$ cat config.mk
export PLATFORM = sky130hd
export DESIGN_NAME = ssd_tdm_scanner
export DESIGN_NICKNAME = d
export VERILOG_FILES = /design/src/rtl/ssd_tdm_scanner.sv
export SDC_FILE = /design/constraint.sdc
export NUM_CORES = 1
export LEC_CHECK = 0
export ABC_AREA = 0
export BUFFER_PORTS_ARGS = -buffer_cell sky130_fd_sc_hd__buf_2
export CORE_AREA = 2 2 102 104
export DETAILED_ROUTE_END_ITERATION = 16
export DIE_AREA = 0 0 104 106
export GPL_ROUTABILITY_DRIVEN = 0
export GPL_TIMING_DRIVEN = 0
export SYNTH_ARGS = -nofsm -noshare
export SYNTH_HDL_FRONTEND = slang
export SYNTH_SLANG_ARGS = --single-unit
$ cat constraint.sdc
create_clock -name clk -period 6.4 [get_ports clk]
set_input_delay 0.96 -clock clk [delete_from_list [all_inputs] [get_ports clk]]
set_output_delay 0.96 -clock clk [all_outputs]
set_load 0.1 [all_outputs]
$ cat src/rtl/ssd_tdm_scanner.sv
// ---------------------------------------------------------------------------
// ssd_tdm_scanner
//
// Purpose:
//   This module is the time-division-multiplexed scan controller for a 4-digit
//   common-anode seven-segment display. It steps through the digits round-robin.
//   Each digit slot begins with an anti-ghosting guard period in which all
//   anodes are off. After that comes a show period.
//
//   Display data is double-buffered. A load strobe captures new data into a
//   pending buffer. The pending buffer is promoted to the active buffer only at
//   a frame boundary, which is the wrap from digit 3 back to digit 0. This
//   prevents tearing.
//
// Ports:
//   clk         system clock, rising edge
//   rst         synchronous, active-high reset
//   bcd_in      four BCD digits, [3:0] = digit0 (rightmost), [15:12] = digit3
//   dp_in       decimal point enables, active-high, bit i -> digit i
//   lz_blank    leading-zero blanking enable, captured with load
//   load        single-cycle strobe capturing bcd_in/dp_in/lz_blank as pending
//   display_en  0 blanks the outputs; scanning and buffering keep running
//   load_ack    one-cycle pulse after pending data became active
//   seg_bin     nibble for the seven-segment decoder, 4'hF = blank
//   an          anode select, active-low, one-hot-low or all ones
//   dp          decimal point, active-low
// ---------------------------------------------------------------------------
module ssd_tdm_scanner #(
    parameter int unsigned REFRESH_DIV  = 100000,
    parameter int unsigned GUARD_CYCLES = 1000
) (
    input  logic        clk,
    input  logic        rst,
    input  logic [15:0] bcd_in,
    input  logic [3:0]  dp_in,
    input  logic        lz_blank,
    input  logic        load,
    input  logic        display_en,
    output logic        load_ack,
    output logic [3:0]  seg_bin,
    output logic [3:0]  an,
    output logic        dp
);

    localparam int unsigned     CW        = $clog2(REFRESH_DIV);
    localparam logic [CW-1:0]   CNT_MAX   = CW'(REFRESH_DIV - 1);
    localparam logic [CW-1:0]   GUARD_END = CW'(GUARD_CYCLES);

    // Phase of the current digit slot, decoded from the scan counter
    typedef enum logic {
        SLOT_GUARD = 1'b0,
        SLOT_SHOW  = 1'b1
    } slot_e;

    // Select the nibble belonging to one digit
    function automatic logic [3:0] nibble_sel(input logic [15:0] bcd,
                                              input logic [1:0]  idx);
        logic [3:0] nib;
        case (idx)
            2'd0:    nib = bcd[3:0];
            2'd1:    nib = bcd[7:4];
            2'd2:    nib = bcd[11:8];
            2'd3:    nib = bcd[15:12];
            default: nib = 4'hF;
        endcase
        return nib;
    endfunction

    // A digit is a leading zero when it and every digit to its left are zero.
    // Digit0 always shows.
    function automatic logic lz_blanked(input logic [15:0] bcd,
                                        input logic        lz,
                                        input logic [1:0]  idx);
        logic blank;
        case (idx)
            2'd3:    blank = lz && (bcd[15:12] == 4'h0);
            2'd2:    blank = lz && (bcd[15:8]  == 8'h00);
            2'd1:    blank = lz && (bcd[15:4]  == 12'h000);
            default: blank = 1'b0;
        endcase
        return blank;
    endfunction

    logic [CW-1:0] cnt_q,        cnt_d;
    logic [1:0]    digit_q,      digit_d;
    logic [15:0]   act_bcd_q,    act_bcd_d;
    logic [3:0]    act_dp_q,     act_dp_d;
    logic          act_lz_q,     act_lz_d;
    logic [15:0]   pend_bcd_q,   pend_bcd_d;
    logic [3:0]    pend_dp_q,    pend_dp_d;
    logic          pend_lz_q,    pend_lz_d;
    logic          pend_valid_q, pend_valid_d;
    logic          load_ack_q,   load_ack_d;
    logic [3:0]    an_q,         an_d;
    logic [3:0]    seg_bin_q,    seg_bin_d;
    logic          dp_q,         dp_d;

    logic          slot_end_s;
    logic          frame_end_s;
    slot_e         phase_s;

    // Next-state logic: scan counter, buffer transfer, and registered outputs
    always_comb begin
        cnt_d        = cnt_q;
        digit_d      = digit_q;
        act_bcd_d    = act_bcd_q;
        act_dp_d     = act_dp_q;
        act_lz_d     = act_lz_q;
        pend_bcd_d   = pend_bcd_q;
        pend_dp_d    = pend_dp_q;
        pend_lz_d    = pend_lz_q;
        pend_valid_d = pend_valid_q;
        load_ack_d   = 1'b0;
        an_d         = 4'b1111;
        seg_bin_d    = 4'hF;
        dp_d         = 1'b1;

        slot_end_s  = (cnt_q == CNT_MAX);
        frame_end_s = slot_end_s && (digit_q == 2'd3);

        if (slot_end_s) begin
            cnt_d   = '0;
            digit_d = digit_q + 2'd1;
        end else begin
            cnt_d   = cnt_q + CW'(1);
        end

        // Promote the pending data at the frame boundary. A load issued on the
        // same edge is handled below and becomes pending for the next frame.
        if (frame_end_s && pend_valid_q) begin
            act_bcd_d    = pend_bcd_q;
            act_dp_d     = pend_dp_q;
            act_lz_d     = pend_lz_q;
            pend_valid_d = 1'b0;
            load_ack_d   = 1'b1;
        end else begin
            load_ack_d   = 1'b0;
        end

        if (load) begin
            pend_bcd_d   = bcd_in;
            pend_dp_d    = dp_in;
            pend_lz_d    = lz_blank;
            pend_valid_d = 1'b1;
        end else begin
            pend_valid_d = pend_valid_d;
        end

        // Outputs are computed from next-cycle state. The registered values
        // therefore match the cnt/digit/active contents of the cycle in which
        // they are visible.
        if (cnt_d < GUARD_END) begin
            phase_s = SLOT_GUARD;
        end else begin
            phase_s = SLOT_SHOW;
        end

        if (display_en && (phase_s == SLOT_SHOW)) begin
            an_d = ~(4'b0001 << digit_d);
            if (!lz_blanked(act_bcd_d, act_lz_d, digit_d)) begin
                seg_bin_d = nibble_sel(act_bcd_d, digit_d);
                dp_d      = ~act_dp_d[digit_d];
            end else begin
                seg_bin_d = 4'hF;
                dp_d      = 1'b1;
            end
        end else begin
            an_d      = 4'b1111;
            seg_bin_d = 4'hF;
            dp_d      = 1'b1;
        end
    end

    // State and output registers with synchronous reset
    always_ff @(posedge clk) begin
        if (rst) begin
            cnt_q        <= '0;
            digit_q      <= 2'd0;
            act_bcd_q    <= 16'h0000;
            act_dp_q     <= 4'b0000;
            act_lz_q     <= 1'b0;
            pend_bcd_q   <= 16'h0000;
            pend_dp_q    <= 4'b0000;
            pend_lz_q    <= 1'b0;
            pend_valid_q <= 1'b0;
            load_ack_q   <= 1'b0;
            an_q         <= 4'b1111;
            seg_bin_q    <= 4'hF;
            dp_q         <= 1'b1;
        end else begin
            cnt_q        <= cnt_d;
            digit_q      <= digit_d;
            act_bcd_q    <= act_bcd_d;
            act_dp_q     <= act_dp_d;
            act_lz_q     <= act_lz_d;
            pend_bcd_q   <= pend_bcd_d;
            pend_dp_q    <= pend_dp_d;
            pend_lz_q    <= pend_lz_d;
            pend_valid_q <= pend_valid_d;
            load_ack_q   <= load_ack_d;
            an_q         <= an_d;
            seg_bin_q    <= seg_bin_d;
            dp_q         <= dp_d;
        end
    end

    assign load_ack = load_ack_q;
    assign seg_bin  = seg_bin_q;
    assign an       = an_q;
    assign dp       = dp_q;

endmodule

## Yosys cells after proc, flatten, opt, wreduce, memory -nomap -nowiden

Index checks and enable logic that the tools add are counted.

- Bits in read-only memories: 0
- RAM bits: 0
- Latch bits: 0
- Memories: 0
- Word-level logic and storage cells: 53
- Input bits: 25
- Flip-flop bits (word level): 72
- Output and inout port bits: 10

- Bitwise operators: 3
- $lt $le $gt $ge: 2
- Eq/ne operators: 5
- Reduce and logical (&&, ||, !) cells: 13
- Add/sub/neg operators: 2
- $mul: 0
- Multiplexer cells: 14
- Div/mod/pow operators: 0
- Shift-type cells: 1

Operator list:

| operator | count |
|---|---|
| 17-bit by 1-bit adder with 17-bit output, second input constant | 1 |
| 17-bit equality test, second input constant | 1 |
| 17-bit by 10-bit less-than comparator with 1-bit output, second input constant | 1 |
| 17-bit two-way mux | 1 |
| 16-bit two-way mux | 1 |
| 4-bit one-hot mux with 4 select lines | 1 |
| 12-bit logical NOT | 1 |
| 8-bit logical NOT | 1 |
| 1-bit two-way mux | 7 |
| 2-bit equality test, second input constant | 3 |
| 1-bit logical AND | 6 |
| 4-bit logical NOT | 1 |
| 4-bit two-way mux | 1 |
| 4-bit NOT | 1 |
| 1-bit by 2-bit << shifter with 4-bit output, first input constant | 1 |
| 2-bit by 3-bit less-than comparator with 1-bit output, second input constant | 1 |
| 1-bit one-hot mux with 3 select lines | 1 |
| 3-bit OR reduction | 1 |
| 2-bit by 1-bit adder with 2-bit output, second input constant | 1 |
| 1-bit binary-select mux with 2-bit select | 1 |
| 2-bit by 1-bit equality test with 1-bit output, second input constant | 1 |
| 2-bit logical NOT | 1 |
| 2-bit two-way mux | 1 |
| 1-bit NOT | 2 |
| other kinds (2) | 2 |

## Longest topological paths before layout

- Depth in word-level cells: 9
- Depth in mapped cells: 16

## Worst setup path before layout

No wires, ideal clock.

- Path type: reg-to-reg
- From: reg cnt_q[0]
- To: reg seg_bin_q[3] (netlist: seg_bin[3])
- Data arrival time: 2.936 ns
- Cell stages (with the launch flop): 15
- Setup slack: 3.344 ns
- Required time: 6.280 ns
- Library setup time: 0.120 ns
- Buffers on the path: 3
- Path through: dfxtp_1 -> ha_1 -> buf_6 -> and4_4 -> buf_6 -> and4_4 -> buf_6 -> mux2i_1 -> inv_1 -> ha_1 -> o211ai_1 -> mux2i_1 -> a31oi_1 -> o21ai_1 -> or2_1

RTL lines:

| what | line | text |
|---|---|---|
| start, declared | 84 | `logic [CW-1:0] cnt_q, cnt_d;` |
| start signal, assigned | 191 | `cnt_q <= cnt_d;` |
| 17-bit equality test (*) | 118 | `slot_end_s = (cnt_q == CNT_MAX);` |
| 2-bit two-way mux (*) | 121 | `if (slot_end_s) begin` |
| via digit_d[1] | 85 | `logic [1:0] digit_q, digit_d;` |
| 2-bit by 1-bit equality test with 1-bit output / 2-bit equality test (equally long branches) | 59, 75 |  |
| 1-bit one-hot mux with 3 select lines | 75 | `case (idx)` |
| 1-bit two-way mux | 158 | `if (display_en && (phase_s == SLOT_SHOW)) begin` |
| 3-bit OR reduction (no source line) | - |  |
| end signal, assigned | 202 | `seg_bin_q <= seg_bin_d;` |
| end, declared | 95 | `logic [3:0] seg_bin_q, seg_bin_d;` |

The timed path passes the listed nets; every way through them passes the cells marked *. The select of a mux whose other input is x is not followed.
A chain may end at the register's enable or synchronous reset.

## Worst setup path in the final report

- From: reg cnt_q[0]
- To: reg seg_bin_q[3] (netlist: seg_bin[3])

- Word-level cells in the longest chain between the ends: 9

Ends and longest elaborated chain:

| what |
|---|
| parallel branches: the longest is 9 deep, another holds 17-bit by 1-bit adder with 17-bit output |

Parallel ways; which one is timed is not known. The select of a mux whose other input is x is not followed.

==> impl_metrics.env <==
export IMPL_first_pass_iters=4
export IMPL_clock_path_buffers=2
export IMPL_cp_depth=15
export IMPL_synth_xor_area_frac=0.04278
export IMPL_worstSetupEndpoint="seg_bin[3]"
export IMPL_finalSetupViolCount=0
export IMPL_syn_inst=344
export IMPL_die_w_um=104
export IMPL_drt_total_wl_um=7103
export IMPL_power_density_mw_per_mm2=228.2
export IMPL_antenna_found_initial=0
export IMPL_ir_drop_mv=0.08495
export IMPL_reg2reg_slack_ps=2850
export IMPL_combPwrFrac=0.069
export IMPL_avgSynthCellArea_um2=9.522
export IMPL_endpoint_kind="flip-flop"
export IMPL_hold_depth=1
export IMPL_port_buffers=32
export IMPL_hold_viol=0
export IMPL_cts_root_buf="clkbuf_8"
export IMPL_min_path_type="flip-flop to flip-flop"
export IMPL_crit_chain="ha_1 > buf_6 > and4_4 > buf_6 > and4_4 > buf_6 > mux2i_1 > ha_1 > nand2b_1 > nor4_1 > nand4_1 > o211ai_1 > a31oi_1 > o21ai_1 > or2_1"
export IMPL_routed_via_density=4.706
export IMPL_drtAntennaViolNets=0
export IMPL_synth_top_family_by_area="simple AND/OR/NAND/NOR gates"
export IMPL_synth_cell_types=49
export IMPL_synth_edf_count=0
export IMPL_core_area_mm2=0.01000
export IMPL_num_nets_final=419
export IMPL_clkPwrFrac=0.388
export IMPL_timing_rr_end="seg_bin[3]"
export IMPL_critPathBufInv=3
export IMPL_p_total_uw=865.3
export IMPL_crit_family="simple AND/OR/NAND/NOR gates"
export IMPL_ys_async_sr_fraction=0
export IMPL_p_sw_uw=236.0
export IMPL_critical_path_most_common_cell="buf_6"
export IMPL_layout_commonest_cell="dfxtp_1"
export IMPL_wl_per_cell_um=13.45
export IMPL_p_int_uw=629.3
export IMPL_synth_nets=376
export IMPL_cts_htree_levels=3
export IMPL_drive_above_1_share=0.1939
export IMPL_cpPeakStageDelay_ps=490
export IMPL_boundaryPins=35
export IMPL_grt_overflow=0
export IMPL_grt_max_degree=16
export IMPL_synth_compound_area_frac=0.07487
export IMPL_use_met1=0.1811
export IMPL_grt_pass1_vias=2374
export IMPL_post_route_min_period_ps=3551
export IMPL_power_frac_seq=0.543
export IMPL_seq_area_frac_synth=0.4400
export IMPL_use_met3=0.03311
export IMPL_synthAdderAreaFrac=0.02674
export IMPL_relSlewSlack=0.4140
export IMPL_tns_ps=0
export IMPL_place_hpwl_um=5205
export IMPL_rsz0062_at_grt="no"
export IMPL_grt_usage=0.1356
export IMPL_maxSlewViolCount=0
export IMPL_cts_tree="built"
export IMPL_ys_ff_latch=72
export IMPL_numCtsBuffers=9
export IMPL_ys_flop_type="dfxtp_1"
export IMPL_cp_arrival_ps=3860
export IMPL_critPathMaxFanout=10
export IMPL_layout_common_cells="72 x dfxtp_1, 63 x nor2_1, 40 x mux2i_1, 36 x buf_2, 22 x nand2_1"
export IMPL_drc_errors=0
export IMPL_grt_pass1_wl_um=11790
export IMPL_die_area_mm2=0.01102
export IMPL_rr_startpoint="cnt_q[0]"
export IMPL_ys_warnings_count=0
export IMPL_maxCapViolations=0
export IMPL_drt_iter0_markers=97
export IMPL_top_usage_layer="met2"
export IMPL_worst_pin_slew_ps=879.0
export IMPL_status="finished clean"
export IMPL_cts_sinks=72
export IMPL_use_met2=0.2049
export IMPL_worstSkewPairLatency_ps=360
export IMPL_rows=37
export IMPL_start_util=0.3276
export IMPL_swShare=0.2727
export IMPL_startpoint="cnt_q[0]"
export IMPL_diodes=0
export IMPL_cp_slowest_cell="mux2i_1"
export IMPL_ctsResizeCount=0
export IMPL_holdBufCountCts=0
export IMPL_clock_skew_ps=8.354
export IMPL_fmax_ghz=0.2816
export IMPL_clkTransAtPathRegs_ps=80
export IMPL_cts_setup_buffers=0
export IMPL_whs_ps=494.6
export IMPL_finalCritPeriodShare=0.5548
export IMPL_required_ps=6710
export IMPL_synth_area_mux_share=0.1555
export IMPL_start_kind="flip-flop"
export IMPL_leakage_nw=1.555
export IMPL_syn_cell_area_mm2=0.003276
export IMPL_critical_path_class="flip-flop to flip-flop"
export IMPL_vias=2485
export IMPL_synth_simple_area_share=0.2066
export IMPL_reg2reg_depth=15
export IMPL_die_h_um=106
export IMPL_syn2layout_area_growth_pct=15.78
[registers in the layout, summed over array words and instances (netlist names)]
name	flops
act_bcd_q	16
dp	1
act_dp_q	4
pend_valid_q	1
digit_q	2
load_ack	1
seg_bin	4
pend_bcd_q	16
pend_dp_q	4
cnt_q	17
pend_lz_q	1
an	4
act_lz_q	1
[layout make-up]
class / count / area [um2]
Buffer: 21 / 145.1
Sequential cell: 72 / 1441
Clock inverter: 7 / 62.56
Multi-Input combinational cell: 243 / 1659
Tap cell: 136 / 170.2
Fill cell: 1051 / 6207
Inverter: 8 / 30.03
Timing Repair Buffer: 32 / 160.2
Clock buffer: 9 / 123.9
[metal layers]
layer / wire length, um / vias up
met1: 3609 / 1156
met4: 158 / 0
met2: 3113 / 38
li1: - / 1278
met5: 0 / -
met3: 222 / 13
[worst reg2reg max path, stage by stage, from the launching register on]
cell and delay, ps:
dfxtp_1 420, ha_1 190, buf_6 130, and4_4 230
buf_6 120, and4_4 220, buf_6 120, mux2i_1 500
ha_1 420, nand2b_1 90, nor4_1 260, nand4_1 140
o211ai_1 110, a31oi_1 100, o21ai_1 270, or2_1 170
[through the flow]
stage                       util  worst slack, ps  std cells  instance area, um2
final                     0.3793             2849        528                3792
after global routing      0.3793             2518        528                3792
after CTS                 0.3793             2823        528                3792
after detailed placement  0.3606             2852        512                3606
after global placement    0.3606             2882        512                3606
after floorplan                -             3344        344                3276
[logic make-up after synthesis]
logic type               count (synthesis)
buffers and inverters                   29
AND/OR/NAND/NOR                        139
flip-flops                              72
XOR/XNOR                                16
multiplexers                            48
adder cells (fa/ha/maj)                  7
AO/OA/AOI/OAI                           33
[how the worst min path moves through the flow]
stage | startpoint | to
global placement | act_dp_q[3] | act_dp_q[3]
finish | cnt_q[0] | cnt_q[0]
detailed placement | cnt_q[0] | cnt_q[0]
global route | act_dp_q[3] | act_dp_q[3]
CTS | cnt_q[0] | cnt_q[0]
floorplan | cnt_q[0] | cnt_q[0]
[power by group through the flow]
| stage | clock network [mW] | registers (mW) | logic, mW |
|---|---|---|---|
| after global routing | 0.361 | 0.472 | 0.0661 |
| after floorplan | 0 | 0.490 | 0.0304 |
| after global placement | 0 | 0.480 | 0.0597 |
| after detailed placement | 0 | 0.480 | 0.0606 |
| final | 0.336 | 0.470 | 0.0595 |
| after CTS | 0.345 | 0.470 | 0.0607 |
[cell usage after synthesis, types with 2 or more instances]
| cell type | number | area [um2] |
|---|---|---|
| nand4_1 | 6 | 37.54 |
| dfxtp_1 | 72 | 1441 |
| and3_1 | 3 | 18.77 |
| a211oi_1 | 2 | 15.01 |
| a21o_1 | 4 | 30.03 |
| and2_1 | 8 | 50.05 |
| o211ai_1 | 4 | 30.03 |
| nor3_1 | 5 | 25.02 |
| buf_4 | 2 | 15.01 |
| nor4_1 | 9 | 56.30 |
| inv_1 | 8 | 30.03 |
| nand2b_1 | 2 | 12.51 |
| mux2i_1 | 40 | 400.4 |
| a21oi_1 | 6 | 30.03 |
| o21bai_1 | 3 | 22.52 |
| clkbuf_1 | 7 | 26.28 |
| xnor2_1 | 9 | 78.83 |
| nand2_1 | 22 | 82.58 |
| nand3_1 | 7 | 35.03 |
| a221o_1 | 3 | 30.03 |
| buf_1 | 2 | 7.510 |
| buf_6 | 5 | 56.30 |
| a31o_2 | 2 | 17.52 |
| nor2_1 | 63 | 236.5 |
| mux2_2 | 3 | 33.78 |
| mux2_4 | 5 | 75.07 |
| xor2_1 | 7 | 61.31 |
| and4_4 | 2 | 22.52 |
| ha_1 | 7 | 87.58 |
| buf_2 | 4 | 20.02 |
| or2_2 | 2 | 12.51 |
| nand3b_1 | 3 | 22.52 |
No activity file was read; power rests on OpenSTA's default activity.
